`src/rtl/cla_nibble_seq_ctrl.sv`:
```
`default_nettype none
// ============================================================================
// Module   : cla_nibble_seq_ctrl
// Brief    : WIDTH-bit add/subtract sequencer around an external 4-bit CLA slice
// Revision : 1.0
// ============================================================================
module cla_nibble_seq_ctrl #(
    parameter int WIDTH = 16
) (
    input  logic             clk,
    input  logic             rst_n,
    input  logic             in_valid,
    output logic             in_ready,
    input  logic [WIDTH-1:0] op_a,
    input  logic [WIDTH-1:0] op_b,
    input  logic             sub,
    output logic [3:0]       adder_a,
    output logic [3:0]       adder_b,
    output logic             adder_ci,
    input  logic [3:0]       adder_s,
    input  logic             adder_co,
    output logic             out_valid,
    input  logic             out_ready,
    output logic [WIDTH-1:0] result,
    output logic             carry_out,
    output logic             overflow,
    output logic             busy
);

    localparam int NIB  = WIDTH / 4;
    localparam int IDXW = (NIB > 1) ? $clog2(NIB) : 1;
    localparam logic [IDXW-1:0] C_LAST_IDX = IDXW'(NIB - 1);

    typedef enum logic [1:0] {
        S_IDLE = 2'd0,
        S_RUN  = 2'd1,
        S_DONE = 2'd2
    } state_t;

    state_t            state_q;
    logic [WIDTH-1:0]  a_q;
    logic [WIDTH-1:0]  b_q;
    logic [WIDTH-1:0]  result_q;
    logic [WIDTH-1:0]  result_d;
    logic              carry_q;
    logic              carry_out_q;
    logic              overflow_q;
    logic [IDXW-1:0]   idx_q;

    logic [3:0]        a_nib [NIB];
    logic [3:0]        b_nib [NIB];

    for (genvar n = 0; n < NIB; n++) begin : g_nib
        assign a_nib[n] = a_q[4*n +: 4];
        assign b_nib[n] = b_q[4*n +: 4];
    end

    // Result with the current nibble replaced by the slice sum.
    always_comb begin
        result_d = result_q;
        for (int n = 0; n < NIB; n++) begin
            if (idx_q == IDXW'(n)) begin
                result_d[4*n +: 4] = adder_s;
            end
        end
    end

    assign adder_a  = (state_q == S_RUN) ? a_nib[idx_q] : 4'd0;
    assign adder_b  = (state_q == S_RUN) ? b_nib[idx_q] : 4'd0;
    assign adder_ci = (state_q == S_RUN) ? carry_q      : 1'b0;

    assign in_ready  = (state_q == S_IDLE);
    assign busy      = (state_q == S_RUN) || (state_q == S_DONE);
    assign out_valid = (state_q == S_DONE);
    assign result    = result_q;
    assign carry_out = carry_out_q;
    assign overflow  = overflow_q;

    always_ff @(posedge clk or negedge rst_n) begin
        if (!rst_n) begin
            state_q     <= S_IDLE;
            a_q         <= '0;
            b_q         <= '0;
            result_q    <= '0;
            carry_q     <= 1'b0;
            carry_out_q <= 1'b0;
            overflow_q  <= 1'b0;
            idx_q       <= '0;
        end else begin
            case (state_q)
                S_IDLE: begin
                    if (in_valid) begin
                        // Subtraction as A + ~B + 1: invert B, seed carry with 1.
                        a_q      <= op_a;
                        b_q      <= sub ? ~op_b : op_b;
                        carry_q  <= sub;
                        idx_q    <= '0;
                        result_q <= '0;
                        state_q  <= S_RUN;
                    end
                end
                S_RUN: begin
                    result_q <= result_d;
                    carry_q  <= adder_co;
                    if (idx_q == C_LAST_IDX) begin
                        carry_out_q <= adder_co;
                        overflow_q  <= (a_q[WIDTH-1] == b_q[WIDTH-1]) &&
                                       (adder_s[3] != a_q[WIDTH-1]);
                        idx_q       <= '0;
                        state_q     <= S_DONE;
                    end else begin
                        idx_q <= idx_q + 1'b1;
                    end
                end
                S_DONE: begin
                    if (out_ready) begin
                        state_q <= S_IDLE;
                    end
                end
                default: state_q <= S_IDLE;
            endcase
        end
    end

endmodule
`default_nettype wire

```
`config.mk`:
```
export PLATFORM = sky130hd
export DESIGN_NAME = cla_nibble_seq_ctrl
export DESIGN_NICKNAME = d
export VERILOG_FILES = /design/src/rtl/cla_nibble_seq_ctrl.sv
export SDC_FILE = /design/constraint.sdc
export NUM_CORES = 1
export LEC_CHECK = 0
export CORE_AREA = 2 2 72 74
export DETAILED_ROUTE_END_ITERATION = 7
export DIE_AREA = 0 0 74 76
export DONT_BUFFER_PORTS = 1
export PLACE_DENSITY = 0.79
export SETUP_SLACK_MARGIN = 0.05
export SLEW_MARGIN = 20
export SYNTH_ARGS = -nofsm -noshare
export SYNTH_HDL_FRONTEND = slang
export SYNTH_SLANG_ARGS = --single-unit
```
`constraint.sdc`:
```
create_clock -name clk -period 4 [get_ports clk]
set_clock_uncertainty 0.05 [all_clocks]
set_input_delay 0.8 -clock clk [delete_from_list [all_inputs] [get_ports clk]]
set_output_delay 0.8 -clock clk [all_outputs]
set_load 0.02 [all_outputs]
```
==> qor.yml, run 1 <==
cts:
  clkLatencyLatePin_ps: 300
  cts_tree: "done"
  root_buffer: "clkbuf_8"
  postCtsSetupBuffers: 0
  htree_levels: 2
  clk_pin_slew_worst_paths_ps: 90
  ctsResizeCount: 0
  cts_buffer_depth: 2
  cts_buffers: 5
  cts_hold_buf: 0
  cts_sinks: 55
power_and_ir_drop:
  leakage_nw: 1.324
  intPower_mw: 1.496
  power.switching_mw: 1.053
  total_power_mw: 2.549
  power.share.sequential: 0.446
  share_comb_of_total_power: 0.414
  p_per_area_nw_per_um2: 809.9
  clockPowerShare: 0.140
  irDropWorstVdd_mv: 0.3958
  netSwitchingFraction: 0.4132
sta:
  max_slew.worst_pin.slew_ps: 952.9
  final_hold_viol_count: 0
  max_freq_mhz: 350.7
  hold_ws_ps: 133.0
  final.setup.worst_slack_ps: 1149
  fin_crit_ps: 2851
  slew_headroom: 0.3648
  finalSetupTns_ps: 0
  finalMaxSlewViolations: 0
  finalCritPeriodShare: 0.7128
  rsz0062_at_grt: "false"
  setup_viol: 0
layout:
  area_growth_pct: 3.626
  layout.cells.most_common: "dfrtp_1"
  drive_gt1_frac: 0.1350
  final_cell_mix: "dfrtp_1, o21ai_0, nand2_1, mux2_2, a21oi_1"
  diodes: 0
  fin_nets: 326
route:
  wl_per_cell_microns: 17.10
  routed_wirelength_microns: 5883
  first_pass_iters: 4
  drt_iter0_drc: 154
  drcViolationCount: 0
  ant_nets: 0
  viasPerCell: 6.154
  vias: 2117
place:
  dpl.hpwl_microns: 4084
  portBuffers: 0
  gp_congestion: 0.8195
  post-place-ws_ps: 1351
global_routing:
  grt_max_degree: 56
  grt_usage: 0.2270
  antenna_found_initial: 0
  grt_pass1_wl_microns: 10180
  use_met3: 0.06746
  grt.busiest_layer: "met2"
  grt.met2_usage: 0.3527
  first_global_vias: 2042
  gr-total-overflow: 0
  use_met1: 0.3200
floorplanning:
  core_sq_um: 4912
  die_area_sq_um: 5624
  die_w_microns: 74
  pin_count: 72
  start_util: 0.6182
  fp-row-count: 26
  die_height_microns: 76
setup_path:
  cp_slowest_cell: "ha_1"
  worstPathRequired_ps: 3150
  path_class: "reg -> out"
  path_cells: "inv_1 > ha_1 > and2_1"
  critPathMaxStageDelay_ps: 800
  cp-end-kind: "output pin"
  cp_max_fo: 32
  worstPathArrival_ps: 2000
  startpoint_type: "flop"
logic_synthesis:
  synth_ff_type: "dfrtp_1"
  syn-num-nets: 338
  synthArstFlopShare: 1.000
  synth.cell_area_sq_um: 3037
  ys_warn_count: 0
  synth-seq-cells: 55
  yosysSeqAreaShare: 0.4532
  avgSynthCellArea_sq_um: 10.62
  synth_edf_count: 0
  synthCells: 286
  yosysUniqueCellTypes: 28
worst_hold_path:
  hp-class: "in -> async"
run_status:
  status: "finished, final reports clean"
run:
  drv_cap: 0
-- layout make-up --
type,instances,area (sq um)
clock buffer,5,68.82
clock inverter,2,37.54
fill,407,1765
inverter,7,26.28
multi-input combinational,201,1520
sequential,55,1376
tap,70,87.58
timing repair buffer,4,30.03
-- metrics by stage --
step           std cells  utilization  instance area (sq um)
5_1_grt              344       0.6406                   3147
3_3_place_gp         337       0.6190                   3040
4_1_cts              344       0.6406                   3147
2_1_floorplan        286            -                   3037
3_5_place_dp         337       0.6190                   3040
6_report             344       0.6406                   3147
-- final timing paths --
check,slack (ps),start,cells after the start,end
worst max register to register,1350,state_q[1],5,result[1]
max in group asynchronous,3650,rst_n,0,b_q[1]
worst min-delay path,130,rst_n,0,result[2]
worst min register to register,440,b_q[9],2,b_q[9]
worst max-delay path,1150,state_q[1],3,adder_a[3]
min in group clk,440,b_q[9],2,b_q[9]
-- power by group through the flow --
stage / logic [mW] / clock network (mW) / registers, mW
2_1_floorplan: 0.965 / 0 / 1.05
3_3_place_gp: 1.02 / 0 / 1.14
3_5_place_dp: 1.06 / 0 / 1.16
4_1_cts: 1.06 / 0.364 / 1.14
5_1_grt: 1.19 / 0.389 / 1.19
6_report: 1.06 / 0.356 / 1.14
-- kinds of logic after synthesis --
| family | after synthesis | synth area share |
|---|---|---|
| AOI/OAI and AO/OA | 75 | 0.1434 |
| and+or+nand+nor | 71 | 0.1294 |
| DFF | 55 | 0.4532 |
| buffers and inverters | 30 | 0.04615 |
| muxes | 29 | 0.1405 |
| xor gates and xnor gates | 16 | 0.04615 |
| adders and majority gates | 10 | 0.04120 |
-- synthesized netlist by cell type, types with 2 or more instances --
master    instances  share of area
a21oi_1          19          0.031
a32oi_1           2         0.0058
and2_1            9          0.019
and3_1           16          0.033
buf_2            10          0.016
buf_4             2         0.0049
clkbuf_1         10          0.012
dfrtp_1          55           0.45
ha_1             10          0.041
inv_1             6         0.0074
mux2_2           20          0.074
mux4_1            3          0.026
mux4_2            5          0.037
nand2_1          20          0.025
nand4_1          16          0.033
nor2_1            2         0.0025
nor2b_1           5          0.010
o211ai_1         16          0.040
o21ai_0          35          0.058
o22ai_1           2         0.0041
xnor2_1          16          0.046
-- registers in the layout (all words and copies together), names as in the netlist --
name / cells
result: 16
b_q: 16
a_q: 16
overflow: 1
carry_out: 1
idx_q: 2
carry_q: 1
state_q: 2
-- layer usage --
layer,share of wire,wire length [microns]
met5,0,0
met4,0.0042,25
met3,0.068,402
met2,0.50,2929
met1,0.43,2526
-- worst max-delay path: cells and delay by family, from the launching register on --
kind	cells	cell delay [ps]
buffers and inverters	1	120
adders and majority gates	1	800
and+or+nand+nor	1	380
DFF	1	400
Power figures use the tool's default switching activity.
==> inputs of run 2 (changes only) <==
- CORE_AREA: 2 2 72 74 -> 2 2 76 78
- DIE_AREA: 0 0 74 76 -> 0 0 78 80
- PLACE_DENSITY: 0.79 -> 0.74
- clock period: 4 -> 2.6 ns (I/O delays scaled with it)
==> run 2 against run 1 <==
Net effect:
- flip-flop and latch count stayed put
- core utilization is 4.9 points lower
- clock power grew 38%
- combinational power increased by 64%
- power grew 55%
- count of clock-buffer cells in the layout stayed put
- register-to-register slack got worse by 1000 ps
- die area is 11% higher
- cell count increased by 2.0%
- setup slack worse by 990 ps
- critical path type unchanged
- largest power group is now combinational cells
==> qor.yml, run 2 (synthesized netlist as in run 1, its figures left out) <==
route:
  viasPerCell: 6.171
  drt_iter0_drc: 163
  routed_wirelength_microns: 6095
  vias: 2166
  ant_nets: 0
  drcViolationCount: 0
  first_pass_iters: 4
  wl_per_cell_microns: 17.36
run:
  drv_cap: 0
floorplanning:
  core_sq_um: 5405
  start_util: 0.5618
  die_area_sq_um: 6240
  pin_count: 72
  fp-row-count: 27
  die_height_microns: 80
  die_w_microns: 78
power_and_ir_drop:
  share_comb_of_total_power: 0.440
  power.switching_mw: 1.673
  clockPowerShare: 0.125
  irDropWorstVdd_mv: 0.4723
  p_per_area_nw_per_um2: 1232
  netSwitchingFraction: 0.4244
  power.share.sequential: 0.434
  leakage_nw: 1.351
  intPower_mw: 2.269
  total_power_mw: 3.941
sta:
  final.setup.worst_slack_ps: 163.2
  finalSetupTns_ps: 0
  fin_crit_ps: 2437
  final_hold_viol_count: 0
  max_slew.worst_pin.slew_ps: 615.2
  setup_viol: 0
  finalCritPeriodShare: 0.9372
  finalMaxSlewViolations: 0
  rsz0062_at_grt: "false"
  slew_headroom: 0.5899
  hold_ws_ps: 1.935
  max_freq_mhz: 410.4
setup_path:
  worstPathArrival_ps: 1870
  startpoint: "idx_q[0]"
  r2r-start: "state_q[1]"
  ff2ff_setup_slack_ps: 310
  cp_max_fo: 5
  timing.critical_path.to: "adder_a[3]"
  reg2reg_to: "result[3]"
  path_class: "reg -> out"
  critPathMaxStageDelay_ps: 560
  cp-end-kind: "output pin"
  reg2regPathDepth: 5
  startpoint_type: "flop"
  worstPathRequired_ps: 2030
  cp_slowest_cell: "mux4_1"
  path_cells: "buf_4 > mux4_1 > and2_1"
worst_hold_path:
  hp-class: "in -> async"
cts:
  cts_sinks: 55
  clk_pin_slew_worst_paths_ps: 100
  postCtsSetupBuffers: 0
  cts_buffers: 5
  cts_tree: "done"
  htree_levels: 2
  root_buffer: "clkbuf_8"
  cts_buffer_depth: 2
  clkLatencyLatePin_ps: 310
run_status:
  status: "finished, final reports clean"
layout:
  fin_nets: 330
  area_growth_pct: 5.315
  diodes: 0
  layout.cells.most_common: "dfrtp_1"
  final_cell_mix: "dfrtp_1, o21ai_0, nand2_1, mux2_2, a21oi_1"
  drive_gt1_frac: 0.1505
global_routing:
  grt_pass1_wl_microns: 10170
  grt_usage: 0.2109
  gr-total-overflow: 0
  antenna_found_initial: 0
  first_global_vias: 2039
  grt_max_degree: 56
place:
  post-place-ws_ps: 304.1
  gp_congestion: 0.7837
  portBuffers: 0
  dpl.hpwl_microns: 4228
[run 2: worst max-delay path: cells and delay by family, from the launching register on]
kind                   cells  cell delay (ps)
and+or+nand+nor            1              250
muxes                      1              560
DFF                        1              520
buffers and inverters      1              230
[run 2: cell type report]
type | count | area (sq um)
fill | 474 | 2207
multi-input combinational | 201 | 1520
sequential | 55 | 1376
timing repair buffer | 8 | 92.59
tap | 72 | 90.09
clock buffer | 5 | 68.82
inverter | 7 | 26.28
clock inverter | 3 | 23.77
[run 2: repair_timing]
action                     CTS  global route
hold buffers                 1             0
hold endpoints to repair    55             0
gates resized for setup      0             0
setup endpoints to repair    0             0
[run 2: how the worst min path moves through the flow]
stage / to / slack, ps / cells past startpoint
floorplan: a_q[0] / 170 / 0
global placement: a_q[1] / 180 / 0
detailed placement: result[2] / 180 / 0
CTS: result[2] / 7 / 1
global route: result[2] / 1 / 1
finish: result[2] / 2 / 1
[run 2: power by group through the flow]
stage / sequential, mW / combinational (mW) / clock, mW
after floorplan: 1.62 / 1.48 / 0
after global placement: 1.72 / 1.68 / 0
after detailed placement: 1.74 / 1.73 / 0
after CTS: 1.72 / 1.76 / 0.508
after global routing: 1.78 / 1.93 / 0.554
final: 1.71 / 1.74 / 0.493
[run 2: metrics by stage]
stage | cell area, sq um | utilization | instances
floorplan | 3037 | - | 286
global placement | 3078 | 0.5694 | 342
detailed placement | 3078 | 0.5694 | 342
CTS | 3198 | 0.5917 | 351
global route | 3198 | 0.5917 | 351
finish | 3198 | 0.5917 | 351
[run 2: metal layers]
metal,vias up,share of wire,GRT usage
met1,1064,0.42,0.2698
met3,6,0.069,0.06561
met4,0,0.0094,0.07895
li1,1029,-,-
met5,-,0,0
met2,67,0.50,0.3379
==> inputs of run 3 (changes only) <==
- ABC_AREA: unset -> 1
- CORE_AREA: 2 2 76 78 -> 2 2 70 72
- DIE_AREA: 0 0 78 80 -> 0 0 72 74
- PLACE_DENSITY: 0.74 -> 0.78
- clock period: 2.6 -> 2.92 ns (I/O delays scaled with it)
==> run 3 against run 2 <==
Net effect:
- sequential share of layout area is 3.1 points higher
- power down 14%
- global-route usage grew 1.2 points
- count of clock-buffer cells in the layout rose by 1
- first-iteration DRC count decreased by 4.3%
- synthesized cell count increased by 24%
- hold slack better by 70 ps
- flip-flop and latch count unchanged
- wire length decreased by 9.0%
==> qor.yml, run 3 <==
run_status:
  status: "finished, final reports clean"
route:
  viasPerCell: 5.258
  drcViolationCount: 0
  vias: 2119
  wl_per_cell_microns: 13.76
  drt_iter0_drc: 156
  routed_wirelength_microns: 5545
  ant_nets: 0
  first_pass_iters: 6
sta:
  rsz0062_at_grt: "false"
  fin_crit_ps: 2544
  final_hold_viol_count: 0
  max_freq_mhz: 393.1
  finalMaxSlewViolations: 0
  finalSetupTns_ps: 0
  finalCritPeriodShare: 0.8712
  setup_viol: 0
  slew_headroom: 0.6334
  max_slew.worst_pin.slew_ps: 549.9
cts:
  cts_sinks: 55
  htree_levels: 2
  root_buffer: "clkbuf_8"
  cts_hold_buf: 1
  clk_pin_slew_worst_paths_ps: 90
  clkLatencyLatePin_ps: 310
  postCtsSetupBuffers: 0
  ctsResizeCount: 0
  cts_buffer_depth: 2
  cts_buffers: 5
  cts_tree: "done"
logic_synthesis:
  synthArstFlopShare: 1.000
  synth_top_area_frac: 0.4839
  yosysMostFrequentCell: "nand2_1"
  synth_top_cell_by_area: "dfrtp_1"
  synth_area_leaders: "dfrtp_1, nand2_1, inv_1"
  yosysSeqAreaShare: 0.4839
  yosysUniqueCellTypes: 20
  synth.cell_area_sq_um: 2844
  synth_commonest_cells: "nand2_1, dfrtp_1, inv_1"
  synth_edf_count: 0
  syn-num-nets: 407
  synthCells: 355
  ys_warn_count: 0
  synth_ff_type: "dfrtp_1"
  synth-seq-cells: 55
  avgSynthCellArea_sq_um: 8.011
global_routing:
  grt_usage: 0.2231
  grt_max_degree: 65
  grt_pass1_wl_microns: 9149
  use_met3: 0.07317
  use_met1: 0.2818
  grt.met2_usage: 0.3693
  first_global_vias: 1970
  grt.busiest_layer: "met2"
  antenna_found_initial: 0
  gr-total-overflow: 0
floorplanning:
  start_util: 0.6185
  die_w_microns: 72
  core_sq_um: 4598
  fp-row-count: 25
  die_area_sq_um: 5328
  die_height_microns: 74
  pin_count: 72
layout:
  area_growth_pct: 4.883
  diodes: 0
  final_cell_mix: "nand2_1, dfrtp_1, inv_1"
  layout.cells.most_common: "nand2_1"
  drive_gt1_frac: 0.04011
  fin_nets: 400
  nFillCells: 412
  final_area_sq_um: 2983
setup_path:
  worstPathArrival_ps: 1910
  worstPathRequired_ps: 2290
  path_class: "reg -> out"
  cp_max_fo: 15
  cp-end-kind: "output pin"
  ff2ff_setup_slack_ps: 800
  startpoint_type: "flop"
worst_hold_path:
  hp-class: "in -> async"
power_and_ir_drop:
  irDropWorstVdd_mv: 0.5071
  leakage_nw: 1.568
  p_per_area_nw_per_um2: 1135
place:
  gp_congestion: 0.7807
  place_area_sq_um: 2823
  dpl.hpwl_microns: 3954
  portBuffers: 0
run:
  drv_cap: 0
==> run 3: cell types whose count changed after synthesis, sizes merged, moves of 16 or more <==
cell    previous run  this run
inv                6        48
and3              16         0
mux2              20         0
o211ai            16         0
nand3              0        34
nand2             20       103
==> run 3: stage by stage <==
step                      setup WS, ps  total power [mW]  utilization  hold WS (ps)  instances
after detailed placement         733.0             2.814       0.6139         239.7        394
after global routing             235.4             3.694       0.6487         76.78        403
after CTS                        368.8             3.421       0.6487         75.94        403
final                            376.1             3.386       0.6487         71.97        403
after floorplan                  953.8             2.586            -         238.4        355
after global placement           810.4             2.762       0.6139         239.7        394
==> run 3: final timing paths <==
path                             from         end  cells past startpoint
hold reg to reg                b_q[5]      b_q[5]                      2
max in group asynchronous       rst_n     b_q[13]                      1
hold / removal                  rst_n      a_q[9]                      1
setup / recovery           state_q[1]  adder_b[2]                      4
min in group clk              op_a[4]      a_q[4]                      2
setup reg to reg           state_q[1]   result[2]                      7
==> run 3: final cells by class <==
cell class              count  area, sq um  area share
flip-flops and latches     55         1376      0.4614
repair buffers              3        42.54     0.01426
clock inverters             2        60.06     0.02013
well taps                  54        67.56     0.02265
clock buffers               6        72.57     0.02433
multi-input cells         234         1180      0.3956
inverters                  49        183.9     0.06166
==> run 3: cells by family (layout without fill, tap and decap cells) <==
logic type      Yosys count  in the layout  synth area share
simple gates            159            159            0.2314
buf+inv                  66             60            0.1012
fa+ha+maj                10             10           0.04399
flops                    55             55            0.4839
compound gates           49             49           0.09019
xor+xnor                 16             16           0.04927
==> run 3: layer usage <==
metal  share of wire  wire, microns
met1            0.45           2485
met2            0.48           2657
met3           0.061            339
met4           0.011             63
met5               0              0
==> run 3: critical path: stages, from the launching register on <==
cell     delay (ps)
dfrtp_1         400
inv_1           120
ha_1            380
inv_2           210
a21oi_1         490
==> run 3: power by group <==
group | internal [mW] | total (mW) | switching (mW)
Combinational | 0.420 | 1.35 | 0.927
Sequential | 1.11 | 1.46 | 0.349
Clock | 0.342 | 0.576 | 0.233
Total | 1.88 | 3.39 | 1.51
==> variant 1: new RTL, config.mk and constraints of run 1 <==
Set the parameter `WIDTH` to 8 (it was 16).
--- a/src/rtl/cla_nibble_seq_ctrl.sv
+++ b/src/rtl/cla_nibble_seq_ctrl.sv
@@ -6,5 +6,5 @@
 // ============================================================================
 module cla_nibble_seq_ctrl #(
-    parameter int WIDTH = 16
+    parameter int WIDTH = 8
 ) (
     input  logic             clk,
Ports: changed (resized op_a, op_b and result); port bits go from 72 to 48. No check against the original RTL was run, so the function may have changed too.
==> variant 1 against run 1 <==
Combinational power shrank 45%. Global-route usage shrank 10 points. Synthesized area shrank 48%. Clock power shrank 17%. Sequential cell count shrank 25. Setup slack gained 0.0080 ns. Critical path type unchanged. Largest cell class unchanged. Total power shrank 41%. Final area shrank 45%. Wire length shrank 45%.
==> variant 1: results (changes against run 1) <==
Status
  • Outcome: complete, no violations (unchanged)

Clocking
  • Root buf cell: clkbuf_8 (unchanged)
  • Total CTS buffers: 5 (unchanged)
  • Post-cts sizing count: 0 (unchanged)
  • Setup bufs post-CTS: 0 (unchanged)
  • Worst-Skew Late Latency: 0.28 ns (was 0.30 ns)
  • Clock Path Buffers: 2 (unchanged)
  • H-Tree Depth: 2 (unchanged)
  • Clk slew on worst S/H paths: 0.07 ns (was 0.09 ns)

Yosys
  • Synth top area cells: dfrtp_1 (47%), mux2i_1 (5.1%), mux2_1 (5.0%) (was dfrtp_1 (45%), mux2_2 (7.4%), o21ai_0 (5.8%))
  • Syn_nets: 174 (was 338)
  • Distinct cells, synth: 29 (was 28)
  • Synth warn: 0 (unchanged)
  • Synth cell count leaders: dfrtp_1 (30), nand2_1 (18), nor2b_1 (9), o21ai_1 (9) (was dfrtp_1 (55), o21ai_0 (35), mux2_2 (20), nand2_1 (20), a21oi_1 (19))
  • Ys async rst share: 100% (unchanged)
  • Sequential share of the synthesized area: 47.4% (was 45.3%)

Placement
  • Gpl congestion: 0.672 (was 0.820)
  • Worst slack at placement: 1.41 ns (was 1.35 ns)
  • # port buffers: 0 (unchanged)
  • Hpwl dp: 2370 µm (was 4080 µm)

GRT
  • Met3 usage: 5.95% (was 6.75%)
  • Met1 usage: 15.6% (was 32.0%)
  • GRT Overall Usage: 12.4% (was 22.7%)
  • M2 GR Usage: 18.5% (was 35.3%)
  • Via count of the first global-routing pass: 1,020 (was 2,042)
  • Largest net degree at the start of global routing: 31 (was 56)
  • Initial antenna violation count: 0 (unchanged)
  • First-pass GRT wire length: 5240 µm (was 10,200 µm)

Setup path
  • R2r startpoint: state_q[1]$_DFFE_PN0P_ (unchanged)
  • Slowest cell delay on critical path: 0.73 ns (was 0.80 ns)
  • Crit path DAT: around 2.0 ns
  • Crit-path slowest cell: ha_1 (unchanged)
  • Max FO, Critical Path: 22 (was 32)
  • Worst setup SP type: flop (unchanged)

Drt
  • Final WL: 3240 µm (was 5880 µm)
  • Avg Vias per Cell: 4.86 (was 6.15)
  • TritonRoute pass-1 iters: 4 (unchanged)
  • First DRT Iteration DRCs: 94 (was 154)

Finish
  • Ant diodes: 0 (unchanged)
  • FILL cells: 509 (was 407)
  • Share of cells above drive strength 1: 12.6% (was 13.5%)

Power and ir drop
  • Sw frac: 40.5% (was 41.3%)
  • Maximum VDD drop: 0.000426 V (was 0.000396 V)
  • Leakage Power: 0.000745 µW (was 0.00132 µW)

Timing
  • Max_slew headroom: 39.4% (was 36.5%)

Min path
  • Min-delay worst type: in -> async (unchanged)
[variant 1: cell types whose count changed in the layout (fill, tap and decap cells not counted), sizes merged, moves of 8 or more]
cell,run 1,this run
a22o,0,8
mux4,8,0
and2,9,1
dfrtp,55,30
nand4,16,0
a21oi,19,2
and3,16,0
mux2,20,12
xnor2,16,8
o21ai,35,13
o211ai,16,0
[variant 1: cells by family after synthesis]
kind of cell               Yosys count  share of synthesized area [%]
AOI/OAI and AO/OA                   30                           14.1
xor gates and xnor gates             8                           4.42
adders and majority gates            5                           3.95
buffers and inverters               12                           3.71
DFF                                 30                           47.4
muxes                               20                           13.8
and+or+nand+nor                     38                           12.6
[variant 1: layout make-up]
class | instances | area, µm² | area share [%]
Clock buffer | 5 | 68.8 | 3.96
Clock inverter | 3 | 40.0 | 2.31
Tap cell | 70 | 87.6 | 5.04
Multi-Input combinational cell | 101 | 774 | 44.6
Sequential cell | 30 | 751 | 43.2
Inverter | 4 | 15.0 | 0.865
[variant 1: final timing paths]
path	slack (ns)	cells after the start	endpoint
max	1.16	3	adder_b[1]
min	0.16	0	result[4]$_DFFE_PN0P_
max reg2reg	1.98	4	carry_out$_DFFE_PN0P_
min reg2reg	0.44	2	b_q[1]$_DFFE_PN0P_
max in group asynchronous	3.66	0	a_q[7]$_DFFE_PN0P_
min in group clk	0.44	2	b_q[1]$_DFFE_PN0P_
[variant 1: critical path, delay by kind of cell (launching register included)]
kind / cells / cell delay (ns)
adders and majority gates: 1 / 0.73
and+or+nand+nor: 1 / 0.46
DFF: 1 / 0.39
buffers and inverters: 1 / 0.13
[variant 1: layer usage]
| layer | up-vias | part of all wire, % |
|---|---|---|
| met5 | - | 0 |
| met3 | 3 | 9.1 |
| li1 | 493 | - |
| met4 | 0 | 0.74 |
| met1 | 508 | 41 |
| met2 | 31 | 49 |
[variant 1: stage by stage]
step                area (µm²)  instances  hold slack [ns]
floorplan                 1580        143            0.405
global placement          1630        205            0.417
detailed placement        1630        205            0.425
CTS                       1740        213            0.150
global route              1740        213            0.138
finish                    1740        213            0.160
[variant 1: power groups by stage]
stage	registers (µW)	clock network (µW)	logic, µW
2_1_floorplan	562	0	560
3_3_place_gp	622	0	583
3_5_place_dp	629	0	602
4_1_cts	623	305	604
5_1_grt	643	319	661
6_report	619	294	588
==> variant 2: new RTL, settings of run 1 <==
Without the edit above. Encoding of `state_t`: now one-hot (3 bits for 3 states).
--- a/src/rtl/cla_nibble_seq_ctrl.sv
+++ b/src/rtl/cla_nibble_seq_ctrl.sv
@@ -32,8 +32,8 @@
     localparam logic [IDXW-1:0] C_LAST_IDX = IDXW'(NIB - 1);
 
-    typedef enum logic [1:0] {
-        S_IDLE = 2'd0,
-        S_RUN  = 2'd1,
-        S_DONE = 2'd2
+    typedef enum logic [2:0] {
+        S_IDLE = 3'b001,
+        S_RUN  = 3'b010,
+        S_DONE = 3'b100
     } state_t;
 
Formal check against the unedited RTL: no difference found for any inputs over 10 cycles, from zero or initial values and one cycle with rst_n low; not proved beyond that.
==> variant 2 against run 1 <==
Sequential share of layout area increased by 7.4 points. Clock power decreased by 12%. Sequential cell count increased by 1. Final area decreased by 13%. Highest routed layer unchanged. Largest cell class is now registers. Largest power group unchanged. Maximum frequency increased by 2.8%. Setup slack improved by 0.076 ns. Sequential power decreased by 11%. Total power decreased by 26%. Synthesized area decreased by 14%. Worst hold slack got worse by 0.0067 ns. Critical path depth decreased by 1. Wire length decreased by 12%.
==> variant 2: results (changes against run 1) <==
Finish
  • FILL cells: 450 (was 407)
  • Seq_cells: 56 (was 55)
  • Clock-cell share: 3.38% (about the same)
  • Clock buffer count: 6 (was 5)
  • FF+latch area: 1400 µm² (was 1380 µm²)
  • Share of cells above drive strength 1: 10.3% (was 13.5%)
  • Plain + repair buffers: 2 (was 4)
  • Fraction of area in multi-input gates: 41.3% (was 48.3%)
  • Multi-In Gates: 165 (was 201)
  • Signal inverters: 3 (was 7)
  • Signal buffers share of area: 0.548% (was 0.954%)
  • Fin nets: 279 (was 326)

Drt
  • Wire per inst: 17.0 µm (was 17.1 µm)
  • Met2 WL: 2610 µm (was 2930 µm)
  • Met3 WL: 363 µm (was 402 µm)
  • Final WL: 5160 µm (was 5880 µm)
  • Avg Vias per Cell: 5.54 (was 6.15)
  • M1 wire length: 2140 µm (was 2530 µm)
  • First DRT Iteration DRCs: 88 (was 154)
  • Top sig layer: met4 (unchanged)

Setup path
  • R2r setup slk: 1.94 ns (was 1.35 ns)
  • Critical path class: reg -> out (unchanged)
  • Reg2reg end: carry_out$_DFFE_PN0P_ (was result[1]$_DFFE_PN0P_)
  • Max FO, Critical Path: 13 (was 32)
  • R2r startpoint: idx_q[0]$_DFFE_PN0P_ (was state_q[1]$_DFFE_PN0P_)
  • Crit path DAT: 1.92 ns (was 2.00 ns)
  • Reg2reg path depth: 4 (was 5)

Power and ir drop
  • Maximum VDD drop: 0.000294 V (was 0.000396 V)
  • Clk pwr share: 16.6% (was 14.0%)
  • Combinational Power: 569 µW (was 1060 µW)
  • Leakage Power: 0.00124 µW (was 0.00132 µW)
  • Cell-internal power: 1190 µW (was 1500 µW)

Timing
  • Slew at the pin closest to its max-slew limit: 0.715 ns (was 0.953 ns)
  • Hold WS: 0.126 ns (was 0.133 ns)
  • Part of the cycle the worst path needs: 69.4% (was 71.3%)

GRT
  • Largest net degree at the start of global routing: 57 (was 56)
  • Via count of the first global-routing pass: 1,665 (was 2,042)
  • Met3 usage: 5.29% (was 6.75%)
  • First-pass GRT wire length: 8220 µm (was 10,200 µm)
  • GRT Overall Usage: 19.0% (was 22.7%)
  • M2 GR Usage: 31.3% (was 35.3%)
  • Met1 usage: 24.6% (was 32.0%)

Placement
  • DP Cell Count: 296 (was 337)
  • Gpl congestion: 0.747 (was 0.820)
  • Hpwl dp: 3570 µm (was 4080 µm)
  • Worst slack at placement: 1.53 ns (was 1.35 ns)

Yosys
  • Sequential share of the synthesized area: 53.5% (was 45.3%)
  • Synth top area cells: dfrtp_1 (53%), nand2_1 (9.5%), mux4_2 (6.9%) (was dfrtp_1 (45%), mux2_2 (7.4%), o21ai_0 (5.8%))
  • Syn_nets: 286 (was 338)
  • Ys async rst share: 100% (unchanged)
  • Distinct cells, synth: 31 (was 28)
  • Syn Inst Count: 240 (was 286)
  • Synth cell count leaders: nand2_1 (66), dfrtp_1 (55), o21ai_0 (17) (was dfrtp_1 (55), o21ai_0 (35), mux2_2 (20), nand2_1 (20), a21oi_1 (19))

Status
  • Outcome: complete, no violations (unchanged)
## variant 2: cell families after synthesis
| logic type | Yosys count | share of synthesized area, % |
|---|---|---|
| and+or+nand+nor | 93 | 16.5 |
| DFF | 56 | 53.5 |
| AOI/OAI and AO/OA | 43 | 11.5 |
| buffers and inverters | 19 | 3.96 |
| xor gates and xnor gates | 16 | 5.35 |
| muxes | 9 | 7.30 |
| adders and majority gates | 4 | 1.91 |
## variant 2: metrics by stage
| stage | area, µm² | util, % | total power (µW) |
|---|---|---|---|
| floorplan | 2620 | - | 1480 |
| global placement | 2640 | 53.7 | 1550 |
| detailed placement | 2640 | 53.7 | 1600 |
| CTS | 2730 | 55.6 | 1910 |
| global route | 2740 | 55.8 | 2040 |
| finish | 2740 | 55.8 | 1890 |
## variant 2: worst max-delay path, stage by stage (launching register included)
cell and delay, ns:
dfrtp_1 0.80, mux4_2 0.58, and2_1 0.25
